==> config.mk <==
export PLATFORM = sky130hd
export DESIGN_NAME = hash_msg_streamer
export DESIGN_NICKNAME = d
export VERILOG_FILES = /design/src/rtl/hash_stream_pkg.sv /design/src/rtl/stream_byte_fifo.sv /design/src/rtl/hash_msg_streamer.sv
export SDC_FILE = /design/constraint.sdc
export NUM_CORES = 1
export LEC_CHECK = 0
export BUFFER_PORTS_ARGS = -buffer_cell sky130_fd_sc_hd__buf_2
export CORE_AREA = 2 2 125 127
export CTS_CLUSTER_DIAMETER = 60
export CTS_CLUSTER_SIZE = 30
export DETAILED_ROUTE_END_ITERATION = 8
export DIE_AREA = 0 0 127 129
export PLACE_DENSITY = 0.79
export REMOVE_ABC_BUFFERS = 1
export SETUP_SLACK_MARGIN = 0.3
export SYNTH_ARGS = -nofsm -noshare
export SYNTH_HDL_FRONTEND = slang
export SYNTH_HIERARCHICAL = 1
export SYNTH_SLANG_ARGS = --single-unit
==> constraint.sdc <==
create_clock -name clk -period 4.2 [get_ports clk]
set_input_delay 0.42 -clock clk [delete_from_list [all_inputs] [get_ports clk]]
set_output_delay 0.42 -clock clk [all_outputs]
set_load 0.01 [all_outputs]
==> src/rtl/hash_stream_pkg.sv <==
// Shared types and constants for the hash message streamer and its byte FIFO.
package hash_stream_pkg;

    localparam int DIGEST_W  = 32;
    localparam int BYTE_W    = 8;
    localparam int COUNTER_W = 64;

    localparam int DEFAULT_DEPTH          = 16;
    localparam int DEFAULT_TIMEOUT_CYCLES = 64;

    typedef enum logic [1:0] {
        IDLE = 2'd0,
        SEND = 2'd1,
        WAIT = 2'd2,
        DONE = 2'd3
    } state_e;

endpackage

==> src/rtl/stream_byte_fifo.sv <==
// Single-clock show-ahead byte FIFO; DEPTH must be a power of two so the
// pointers wrap naturally and count needs one extra bit to tell full from empty.
module stream_byte_fifo
    import hash_stream_pkg::*;
#(
    parameter int DEPTH = DEFAULT_DEPTH
) (
    input  logic                        clk,
    input  logic                        rst_n,
    input  logic                        push,
    input  logic [BYTE_W-1:0]           din,
    input  logic                        pop,
    output logic [BYTE_W-1:0]           dout,
    output logic                        full,
    output logic                        empty,
    output logic [$clog2(DEPTH):0]      count
);

    localparam int AW = $clog2(DEPTH);
    localparam int CW = AW + 1;

    logic [BYTE_W-1:0] mem [DEPTH];
    logic [AW-1:0]     wr_ptr;
    logic [AW-1:0]     rd_ptr;
    logic              do_push;
    logic              do_pop;

    assign do_push = push && !full;
    assign do_pop  = pop && !empty;
    assign full    = (count == CW'(DEPTH));
    assign empty   = (count == '0);
    assign dout    = mem[rd_ptr];

    // NOTE: storage is never reset; only pointers and count define validity.
    always_ff @(posedge clk) begin
        if (do_push) begin
            mem[wr_ptr] <= din;
        end
    end

    // NOTE: non-blocking assignments so every register samples pre-edge values.
    always_ff @(posedge clk) begin
        if (!rst_n) begin
            wr_ptr <= '0;
            rd_ptr <= '0;
            count  <= '0;
        end else begin
            if (do_push) wr_ptr <= wr_ptr + AW'(1);
            if (do_pop)  rd_ptr <= rd_ptr + AW'(1);
            count <= count + CW'(do_push) - CW'(do_pop);
        end
    end

endmodule

==> src/rtl/hash_msg_streamer.sv <==
// Buffers host bytes, streams them to the DES-box hash core and returns the digest.
// Optional WAIT timeout is enabled by defining HASH_STREAM_TIMEOUT_EN.
module hash_msg_streamer
    import hash_stream_pkg::*;
#(
    parameter int DEPTH          = DEFAULT_DEPTH,
    parameter int TIMEOUT_CYCLES = DEFAULT_TIMEOUT_CYCLES
) (
    input  logic                 clk,
    input  logic                 rst_n,
    input  logic                 in_valid,
    input  logic [BYTE_W-1:0]    in_byte,
    output logic                 in_ready,
    input  logic                 start,
    output logic                 busy,
    output logic                 M_valid,
    output logic [BYTE_W-1:0]    message,
    output logic [COUNTER_W-1:0] counter,
    input  logic                 hash_ready,
    input  logic [DIGEST_W-1:0]  digest_in,
    output logic [DIGEST_W-1:0]  digest_out,
    output logic                 digest_valid,
    input  logic                 digest_ready,
    output logic                 timeout_err
);

    localparam int CW = $clog2(DEPTH) + 1;

    state_e              state_q;
    state_e              state_d;
    logic [CW-1:0]       fifo_count;
    logic [CW-1:0]       len_q;
    logic [BYTE_W-1:0]   fifo_dout;
    logic [DIGEST_W-1:0] digest_q;
    logic                fifo_full;
    logic                fifo_empty;
    logic                push;
    logic                pop;
    logic                start_ok;
    logic                capture;
    logic                wait_armed;
    logic                timeout_hit;

    assign in_ready = (state_q == IDLE) && !fifo_full;
    assign push     = in_valid && in_ready;
    assign pop      = (state_q == SEND);
    assign start_ok = start && (state_q == IDLE);

    stream_byte_fifo #(.DEPTH(DEPTH)) u_fifo (
        .clk   (clk),
        .rst_n (rst_n),
        .push  (push),
        .din   (in_byte),
        .pop   (pop),
        .dout  (fifo_dout),
        .full  (fifo_full),
        .empty (fifo_empty),
        .count (fifo_count)
    );

    // The first WAIT cycle is never armed: the core may still show the previous digest.
`ifdef HASH_STREAM_TIMEOUT_EN
    localparam int TW = $clog2(TIMEOUT_CYCLES + 1);

    logic [TW-1:0] wait_cnt_q;
    logic          err_q;

    assign wait_armed  = (wait_cnt_q != '0);
    assign timeout_hit = (state_q == WAIT) && !(wait_armed && hash_ready)
                         && (wait_cnt_q == TW'(TIMEOUT_CYCLES - 1));
    assign timeout_err = err_q;

    always_ff @(posedge clk) begin
        if (!rst_n) begin
            wait_cnt_q <= '0;
            err_q      <= 1'b0;
        end else begin
            wait_cnt_q <= (state_q == WAIT) ? wait_cnt_q + TW'(1) : '0;
            if (start_ok)         err_q <= 1'b0;
            else if (timeout_hit) err_q <= 1'b1;
        end
    end
`else
    logic armed_q;
    logic unused_cfg;

    assign wait_armed  = armed_q;
    assign timeout_hit = 1'b0;
    assign timeout_err = 1'b0;
    assign unused_cfg  = (TIMEOUT_CYCLES > 0);

    always_ff @(posedge clk) begin
        if (!rst_n) armed_q <= 1'b0;
        else        armed_q <= (state_q == WAIT);
    end
`endif

    // NOTE: every combinational output gets a default first so no latch is inferred.
    always_comb begin
        state_d = state_q;
        capture = 1'b0;
        case (state_q)
            IDLE: if (start) state_d = SEND;
            SEND: if (fifo_count <= CW'(1)) state_d = WAIT;
            WAIT: begin
                if (wait_armed && hash_ready) begin
                    capture = 1'b1;
                    state_d = DONE;
                end else if (timeout_hit) begin
                    state_d = IDLE;
                end
            end
            DONE: if (digest_ready) state_d = IDLE;
            default: state_d = IDLE;
        endcase
    end

    always_ff @(posedge clk) begin
        if (!rst_n) begin
            state_q  <= IDLE;
            len_q    <= '0;
            digest_q <= '0;
        end else begin
            state_q <= state_d;
            // A byte pushed alongside start is already part of the message.
            if (start_ok) len_q    <= fifo_count + CW'(push);
            if (capture)  digest_q <= digest_in;
        end
    end

    assign busy         = (state_q != IDLE);
    assign M_valid      = (state_q == SEND);
    assign message      = (state_q == SEND && !fifo_empty) ? fifo_dout : '0;
    assign counter      = COUNTER_W'((state_q == IDLE) ? fifo_count : len_q);
    assign digest_out   = digest_q;
    assign digest_valid = (state_q == DONE);

endmodule

Word level (Yosys, flattened, before mapping) --
Memories as Yosys holds them, arrays and structs flattened. A register that Yosys moved wholly into a read port is not among the register bits. Cells that the tools add are included.
Cells by class: add/sub/neg operators 5, order comparisons 1, equality and inequality tests 8, multiplexer cells 13, reductions and logical operators 12
Operator list (number):
- $add 5x1->5 | 2
- $add 4x1->4 const B | 2
- $mux 2 | 4
- $mux 4 | 2
- $mux 8 | 1
- $pmux 2 s4 | 1
- $logic_and 1x1->1 | 6
- $eq 5x5->1 const B | 1
- $le 5x1->1 const B | 1
- $logic_not 5->1 | 1
- $mux 5 | 1
- $sub 5x1->5 | 1
- $eq 2x2->1 const B | 2
- $mux 1 | 4
- $ne 2x1->1 const B | 2
- $ne 2x2->1 const B | 2
- $reduce_and 4->1 | 1
- $eq 2x1->1 const B | 1
- $logic_not 1->1 | 2
- $logic_not 2->1 | 1
- $reduce_bool 2->1 | 1
Word-level totals: register bits 53, memory bits (writable) 128, input bits 46, output and inout port bits 109, logic and storage cells 47, memories kept 1
Memory list:
- u_fifo.mem | depth 16, bits a word 8, rd ports 1, clocked after memory_dff 1, write ports 1, line stream_byte_fifo.sv:22 | logic [BYTE_W-1:0] mem [DEPTH];

Longest topological paths before layout --
Gate-level depths: netlist of run 1.
depth after elaboration 7, mapped depth 15, gate-level depth less buffers 15

By module --
Netlist of run 1, hierarchy kept.
Modules (own cells, without submodules):
- stream_byte_fifo | times used 1, cells an instance 306, area an instance 5831.8 µm², sequential area each 4184.0 µm²
- hash_msg_streamer | times used 1, cells an instance 264, area an instance 2233.4 µm², sequential area each 800.8 µm²

Worst setup path after synthesis of run 1 --
Ideal clock, no wire load.
path type register -> register, start register u_fifo.count[2], end register u_fifo.count[4], setup time 116 ps, arrival 3176 ps, required time 4084 ps, path slack 908 ps, cell stages (with the launch flop) 16, period minus slack after synthesis 3292 ps, cell sequence dfxtp_1 inv_1 ha_1 nand4bb_1 inv_1 nor2_1 and2_1 nand2_1 ha_1 inv_1 ha_1 fa_1 a21oi_1 nor2_1 or3_1 and3_1
Between the ends: cells in the longest elaborated chain, start to end 7, elaborated cells on any way between the ends 10, classes of those cells add/sub: 2; eq/ne: 1; reduce/logical: 7
Ends and longest elaborated chain:
- start: declaration | line stream_byte_fifo.sv:16 | output logic [$clog2(DEPTH):0] count
- start signal: assignment | line stream_byte_fifo.sv:50 | count <= count + CW'(do_push) - CW'(do_pop);
- $eq 5x5->1 | line stream_byte_fifo.sv:30 | assign full = (count == CW'(DEPTH));
- named net fifo_full | line hash_msg_streamer.sv:35 | logic fifo_full;
- $logic_not 1->1 | line hash_msg_streamer.sv:44 | assign in_ready = (state_q == IDLE) && !fifo_full;
- $logic_and 1x1->1 | line hash_msg_streamer.sv:44
- named net in_ready | line hash_msg_streamer.sv:13 | output logic in_ready,
- $logic_and 1x1->1 | line hash_msg_streamer.sv:45 | assign push = in_valid && in_ready;
- named net push | line hash_msg_streamer.sv:37 | logic push;
- $logic_and 1x1->1 | line stream_byte_fifo.sv:28 | assign do_push = push && !full;
- $add 5x1->5 | line stream_byte_fifo.sv:50
- $sub 5x1->5 | line stream_byte_fifo.sv:50
The timed path passes the listed nets, and every way through them passes these cells. A chain may end at the register's enable or synchronous reset.

Final worst setup path of run 1 --
start register u_fifo.count[2], end register u_fifo.count[4]
Between the ends: cells in the longest elaborated chain, start to end 7, elaborated cells on any way between the ends 10, classes of those cells add/sub: 2; eq/ne: 1; reduce/logical: 7
Ends and longest elaborated chain (line):
- $eq 5x5->1 | stream_byte_fifo.sv:30
- named net fifo_full | hash_msg_streamer.sv:35
- $logic_not 1->1 | hash_msg_streamer.sv:44
- $logic_and 1x1->1 | hash_msg_streamer.sv:44
- $logic_and 1x1->1 | hash_msg_streamer.sv:45
- named net push | hash_msg_streamer.sv:37
- $logic_and 1x1->1 | stream_byte_fifo.sv:28
- $add 5x1->5 | stream_byte_fifo.sv:50
- $sub 5x1->5 | stream_byte_fifo.sv:50
The timed path passes the listed nets, and every way through them passes these cells.

==> out/summary.md, run 1 <==
Setup violations remaining at the end of the flow were counted as 0. The half-perimeter wire length of the detailed placement result was 10200 um; the detailed router's first-iteration violation count was 231. The layout has 1138 filler cells. The highest ir drop seen on vdd came out at 0.000313 V. Timing would allow up to 285 MHz. The number of antenna diodes in the final layout is 0. The first-pass iteration count of the detailed router is 7, and the clock transition at the register clock pins on the worst setup and hold paths after CTS is 70 ps. After layout, the minimum clock period comes to 3510 ps. The number of antenna violations at the first check in global routing is 0. Category of the worst setup path capture point: a flip-flop. In the final routed layout, each cell accounts on average for 17.5 um. In this run the deepest clock path goes through 2 buffers. In the routed layout, each cell is associated on average with a via count of 5.24. The tree built by TritonCTS fans out to 185 sinks. Pin placement for this block handled 155 I/O pins.

The average size of a mapped cell is 14.1 um^2, and the clock latency on the worst-skew pair is 420 ps. For this run, global-route usage on met1 was measured as 23.3%. The die covers 16400 um^2. The area of all sequential standard cells came out at 4990 um^2. The tightest slew margin relative to the limit was 26.4%. Post-CTS repair changed the size of 0 cells. The initial core utilization was 53.9%; the global-route total usage across every layer was 19.2%. The logs give 57 for the maximum number of pins on one net before global-route repair and 0 ps for the total negative setup slack. In the routed design, unresolved DRC markers number 0. The final hold violation count is 0. The total wire length after detailed routing is 15100 um, and the first-pass GRT wire length is 23700 um.

For the global-route track usage on met2, the log shows 32.3%. The worst setup path is of the flip-flop to flip-flop kind. Once detail routing completed, the nets flagged for antenna violations numbered 0. The count of yosys warnings during synthesis was 6; the number of levels the H-tree was split into was 4. The clock arrives with 8.23 ps of skew. The predominant post-synthesis flop cell is edfxtp_1. Synthesis produced a netlist whose cell count is 570.

From left edge to right edge, the die measures 127 um. Setup repair after global routing left no endpoint under its margin. STA puts the critical path data required time at 4520 ps. Post-synthesis sequential area ratio: 61.8%.

Input and output buffers added on the ports amount to 94. The tools report the placeable core region as 15000 um^2. For this block, the via count after detailed routing is 4526.

Counting flops with a built-in enable in the synthesized netlist gives 128. The run gives 0.800 as the global placer's final weighted congestion. In this run the most used layer during global routing was met2.

The library cells used most frequently in the layout, excluding fill and tap cells, are edfxtp_1 (128), buf_2 (94), nand2_1 (80), conb_1 (60), dfxtp_1 (56). The largest fanout on the critical path is 9. The max-slew violation count was 0. Type of the tightest min-delay check: input pin to flip-flop.

Slew at the pin closest to its max-slew limit: 1100 ps. The number of clock buffers added by TritonCTS is 17. The area overhead of the layout relative to synthesis was 11.6%; the endpoint arrival time on the critical path was 3830 ps. The library cell used most frequently in the layout, excluding fill and tap cells, is edfxtp_1.

The type of origin of the critical path was a flip-flop. The cell sitting at the root of the clock tree is a clkbuf_16. After synthesis, the share of flip-flops with an asynchronous set or reset is 0%.

The multi-input combinational cells in the finished layout cover a total of 2610 um^2. After synthesis the cells add up to 8070 um^2. In this run, synthesis produced a sequential element count of 185.

Row generation in the floorplan step produced 45 rows. The run gives 4585 as the via count of the first global-routing pass. The leftover overflow at the end of global routing was 0. Dividing total power by cell area gives a power density of 546 nW/um^2.

The count of different cell masters after synthesis was 42; the total of max-cap violations was 0. For this design the static power due to leakage is 3.42 nW. The flow ran to the end, and the final reports show no timing, DRC or antenna violations. The design draws 0.00491 W. In the final layout, the share of cells above drive strength 1 is 23.7%. In the global route stage, met3 resource usage came out at 6.28%.

Hold repair after CTS inserted 0 buffers. In the final design database the tool counted 726 nets. The die boundary height works out to 129 um. TritonCTS built the clock tree.

The period utilization is 83.6%. Post-CTS timing repair inserted 0 buffers for setup.
## flip-flops by register name, indices dropped and copies added, names as in the netlist, named ones only
name and count:
u_fifo/mem 128, digest_out 32, len_q 5, u_fifo/count 5
u_fifo/rd_ptr 4, u_fifo/wr_ptr 4, state_q 2, armed_q 1
## metal layers
| layer | up-vias | share of wire (%) |
|---|---|---|
| met4 | 0 | 1.2 |
| met5 | - | 0 |
| met2 | 182 | 50 |
| met3 | 18 | 7.8 |
| met1 | 2195 | 41 |
| li1 | 2131 | - |
## cell usage after synthesis (2+ instances only)
cell,count,area [um^2]
xnor2_1,7,61.3
nor3b_1,2,15.0
clkbuf_1,7,26.3
o21ai_0,4,20.0
mux2_2,5,56.3
edfxtp_1,128,3840
a22oi_1,16,120
a21oi_1,4,20.0
inv_1,17,63.8
buf_4,62,465
nand3_1,8,40.0
and2_1,31,194
nand4_1,2,12.5
ha_1,17,213
nor4_1,4,25.0
mux4_1,14,368
buf_2,7,35.0
a21boi_0,28,210
nor2b_1,4,25.0
xor2_1,5,43.8
a21boi_1,6,45.0
mux2i_1,4,40.0
buf_6,6,67.6
nand2_1,80,300
clkdlybuf4s25_2,3,30.0
and3_1,3,18.8
nor2_1,8,30.0
mux4_2,18,405
dfxtp_1,57,1140
## cell type report
type,count,share of cell area [%]
clock inverters,15,1.85
multi-input cells,341,29.0
flip-flops and latches,185,55.4
clock buffers,17,4.73
inverters,17,0.709
repair buffers,100,5.73
well taps,188,2.61
## cells by family (layout without fill, tap and decap cells)
group | after synthesis | after routing | share of synthesized area [%]
muxes | 41 | 41 | 10.8
DFF | 185 | 185 | 61.8
buffers and inverters | 103 | 149 | 8.58
adders and majority gates | 18 | 18 | 2.89
AOI/OAI and AO/OA | 63 | 63 | 5.85
xor gates and xnor gates | 12 | 12 | 1.30
other | 1 | 60 | 0.0465
and+or+nand+nor | 147 | 147 | 8.75
## final timing paths
path,start,endpoint,slack (ps),depth (start not counted)
min reg2reg,digest_out[6]$_SDFFE_PN0P_,digest_out[6]$_SDFFE_PN0P_,450,2
min,digest_in[6],digest_out[6]$_SDFFE_PN0P_,220,3
max,u_fifo/count[2]$_SDFF_PN0_,u_fifo/count[4]$_SDFF_PN0_,690,15
max reg2reg,u_fifo/count[2]$_SDFF_PN0_,u_fifo/count[4]$_SDFF_PN0_,690,15
## stage by stage
stage | instances | cell area [um^2] | util, % | hold WS, ps | setup WS (ps)
3_5_place_dp | 831 | 8410 | 56.2 | 447 | 717
4_1_cts | 863 | 9000 | 60.1 | 211 | 684
5_1_grt | 863 | 9000 | 60.1 | 213 | 338
6_report | 863 | 9000 | 60.1 | 224 | 690
2_1_floorplan | 543 | 7660 | - | 468 | 908
3_3_place_gp | 831 | 8410 | 56.2 | 440 | 856
## where the power goes
part | internal, W | leakage [nW] | total [W] | switching (W)
combinational | 0.000573 | 1.53 | 0.00113 | 0.000561
clock | 0.000887 | 0.275 | 0.00157 | 0.000681
sequential | 0.00206 | 1.62 | 0.00221 | 0.000148
total | 0.00352 | 3.42 | 0.00491 | 0.00139
## worst max-delay path, stage by stage, from the launching register on
cell	delay [ps]
dfxtp_1	470
inv_1	100
ha_1	220
nand4bb_1	190
inv_1	90
nor2_1	130
and2_1	260
nand2_1	250
ha_1	350
inv_1	40
ha_1	200
fa_1	400
a21oi_1	160
nor2_1	60
or3_1	330
and3_1	180
No activity file was read; power rests on OpenSTA's default activity.
==> inputs of run 2 (changes only) <==
CORE_AREA = 2 2 131 133   (was 2 2 125 127)
DIE_AREA = 0 0 133 135   (was 0 0 127 129)
PLACE_DENSITY = 0.76   (was 0.79)
clock period = 3.05 ns   (was 4.2 ns; I/O delays follow)
==> out/summary.md, run 2 (synthesis gave the netlist of run 1 again) <==
The flow ran to the end, and the final reports show no timing, DRC or antenna violations. Compared with the post-synthesis result, the final layout area differs by 16.4%. Dividing the final minimum period by the clock period gives 89.9%. The largest fanout on the critical path was 2. The placeable core region is 16400 um^2.

The static leakage was 3.60 nW. The clock buffer count from CTS is 17, and the final net count is 756. The tools report the end of the worst register-to-register path as u_fifo/count[4]$_SDFF_PN0_.

The die boundary height was 135 um; the clock latency on the worst-skew pair was 420 ps. Setup repair after global routing could not meet its margin everywhere. The initial core utilization is 49.2%, and the vias after detailed routing is 4707. The die is 133 um wide.

The setup path with the least slack is of type flip-flop to flip-flop. The endpoint arrival time on the critical path is 3060 ps, and the power density over the cells is 765 nW/um^2. After detailed routing, the number of remaining DRC violations is 0. After clock tree synthesis, the clock-pin slew on the worst setup and hold paths is 70 ps. 155 I/O pins were placed. The startpoint identified for the worst register-to-register timing path is u_fifo/count[2]$_SDFF_PN0_. The detail-routed net length per standard cell was 17.1 um; the vias per cell was 5.09.

In this run the number of H-tree levels came out at 4. VDD sags by at most 0.000444 V. Summed over all layers, the routed wires come to 15900 um.

Walking the worst path, the cells encountered are inv_2 -> ha_4 -> or4b_4 -> nand2_2 -> inv_2 -> ha_4 -> inv_2 -> ha_4 -> fa_2 -> a21oi_2 -> nor2_2 -> or3_1 -> and3_1. The run gives 185 as the count of clock tree sinks. The die covers 18000 um^2. The repair_antennas step left the layout with diodes totalling 0. The total of endpoints with negative setup slack in the final report came out at 0. The logs give 57 for the maximum number of pins on one net before global-route repair and 10400 um for the half-perimeter wire length of the detailed placement result. CTS placed an instance of clkbuf_16 at the clock tree root. The max-slew violation count came out at 0. The pre-antenna-repair detailed-routing pass consisted of 4 iterations. TritonCTS built the clock tree. Final hold analysis gives a worst-case slack of 119 ps.

The detail route stage leaves a number of antenna-violating nets equal to 0. The final hold violation count is 0. In the layout the commonest cells are edfxtp_1 (128), buf_2 (94), nand2_1 (78), conb_1 (60), dfxtp_1 (53). Counting flops per register, the top entry is u_fifo/mem. STA classifies the critical path startpoint as a flip-flop. The most frequent standard cell in the layout excluding fill and tap cells is edfxtp_1.

The detailed router's first-iteration violation count is 256, and the global placer's final weighted congestion is 0.804. Cells with a size suffix above 1 make up 29.6% of the layout. The tool flagged a number of max-cap violations equal to 0. The register with the most flip-flops in the layout has 128 of them. The global-route total usage across every layer was 17.8%; the highest cell delay on the worst timing path was 460 ps. The worst endpoint required time is 3370 ps.

The critical path capture point is u_fifo/count[4]$_SDFF_PN0_. The clock passes through at most 2 buffers. The slowest cell on the critical path was or4b_4. The smallest clock period supported by the final layout is computed as 2740 ps. The count of filler cells inserted in the layout was 1260; the leftover overflow at the end of global routing was 0. Port buffering added 94 buffers.

The run gives 47 as the cell row count. The category of the worst setup path capture point was a flip-flop. The logs give 24300 um for the first-pass GRT wire length and 0 for the hold buffer count at CTS. The worst hold path was traced through 3 stages. The number of antenna violations at the first check in global routing was 0. Maximum clock skew at final layout: 10.6 ps. The register-to-register setup slack was 310 ps; the upper clock frequency limit was 365 MHz. The design draws 0.00718 W. The via count of the first global-routing pass is 4711, and the slew at the pin closest to its max-slew limit is 1060 ps. Tracing the worst setup path back leads to its startpoint at u_fifo/count[2]$_SDFF_PN0_. For the worst flop-to-flop path, the logic depth is 13. Headroom to the max-slew limit came out at 29.4%.

The path class of the tightest hold or removal check is input pin to flip-flop.
-- run 2: routing by layer --
| layer | vias up | global-route usage [%] | share of wire, % |
|---|---|---|---|
| li1 | 2191 | - | - |
| met1 | 2312 | 21.6 | 41 |
| met2 | 176 | 30.1 | 51 |
| met3 | 28 | 4.99 | 6.2 |
| met4 | 0 | 7.71 | 2.1 |
| met5 | - | 0 | 0 |
-- run 2: power breakdown --
group | switching (W) | internal [W] | leakage, nW
logic | 0.000954 | 0.00106 | 1.67
clock network | 0.000905 | 0.00129 | 0.313
registers | 0.000135 | 0.00285 | 1.62
-- run 2: cell type report --
type | instances | area [um^2] | area share [%]
inverter | 17 | 63.8 | 0.680
sequential | 185 | 4990 | 53.2
tap | 220 | 275 | 2.93
clock buffer | 22 | 528 | 5.62
timing repair buffer | 130 | 771 | 8.21
multi-input combinational | 341 | 2670 | 28.5
clock inverter | 10 | 86.3 | 0.920
-- run 2: metrics by stage --
| stage | setup WS (ps) | instance area, um^2 | setup TNS, ps | instances | utilization (%) |
|---|---|---|---|---|---|
| CTS | 281 | 9300 | 0 | 920 | 56.7 |
| global route | 223 | 9390 | 0 | 925 | 57.2 |
| global placement | 169 | 8560 | 0 | 876 | 52.2 |
| detailed placement | 102 | 8560 | 0 | 876 | 52.2 |
| finish | 307 | 9390 | 0 | 925 | 57.2 |
| floorplan | -242 | 7660 | -242 | 543 | - |
-- run 2: worst max-delay path: cells and delay by family (launching register included) --
kind	cells	cell delay, ps
AND/OR/NAND/NOR	5	1120
adder cells (fa/ha/maj)	4	890
flip-flops	1	320
buffers and inverters	3	160
AO/OA/AOI/OAI	1	160
-- run 2: worst min-delay path by stage --
stage	start	slack, ps	endpoint
floorplan	in_byte[0]	400	u_fifo/mem[0][0]$_DFFE_PP_
global placement	digest_out[9]$_SDFFE_PN0P_	440	digest_out[9]$_SDFFE_PN0P_
detailed placement	digest_out[9]$_SDFFE_PN0P_	450	digest_out[9]$_SDFFE_PN0P_
CTS	digest_in[8]	100	digest_out[8]$_SDFFE_PN0P_
global route	digest_in[6]	110	digest_out[6]$_SDFFE_PN0P_
finish	digest_in[8]	120	digest_out[8]$_SDFFE_PN0P_
-- run 2: repair_timing --
action	4_1_cts	5_1_grt
endpoints found under the setup margin	6	3
cloned	0	1
pin swaps	5	5
setup buffers	12	4
gates resized for setup	12	10
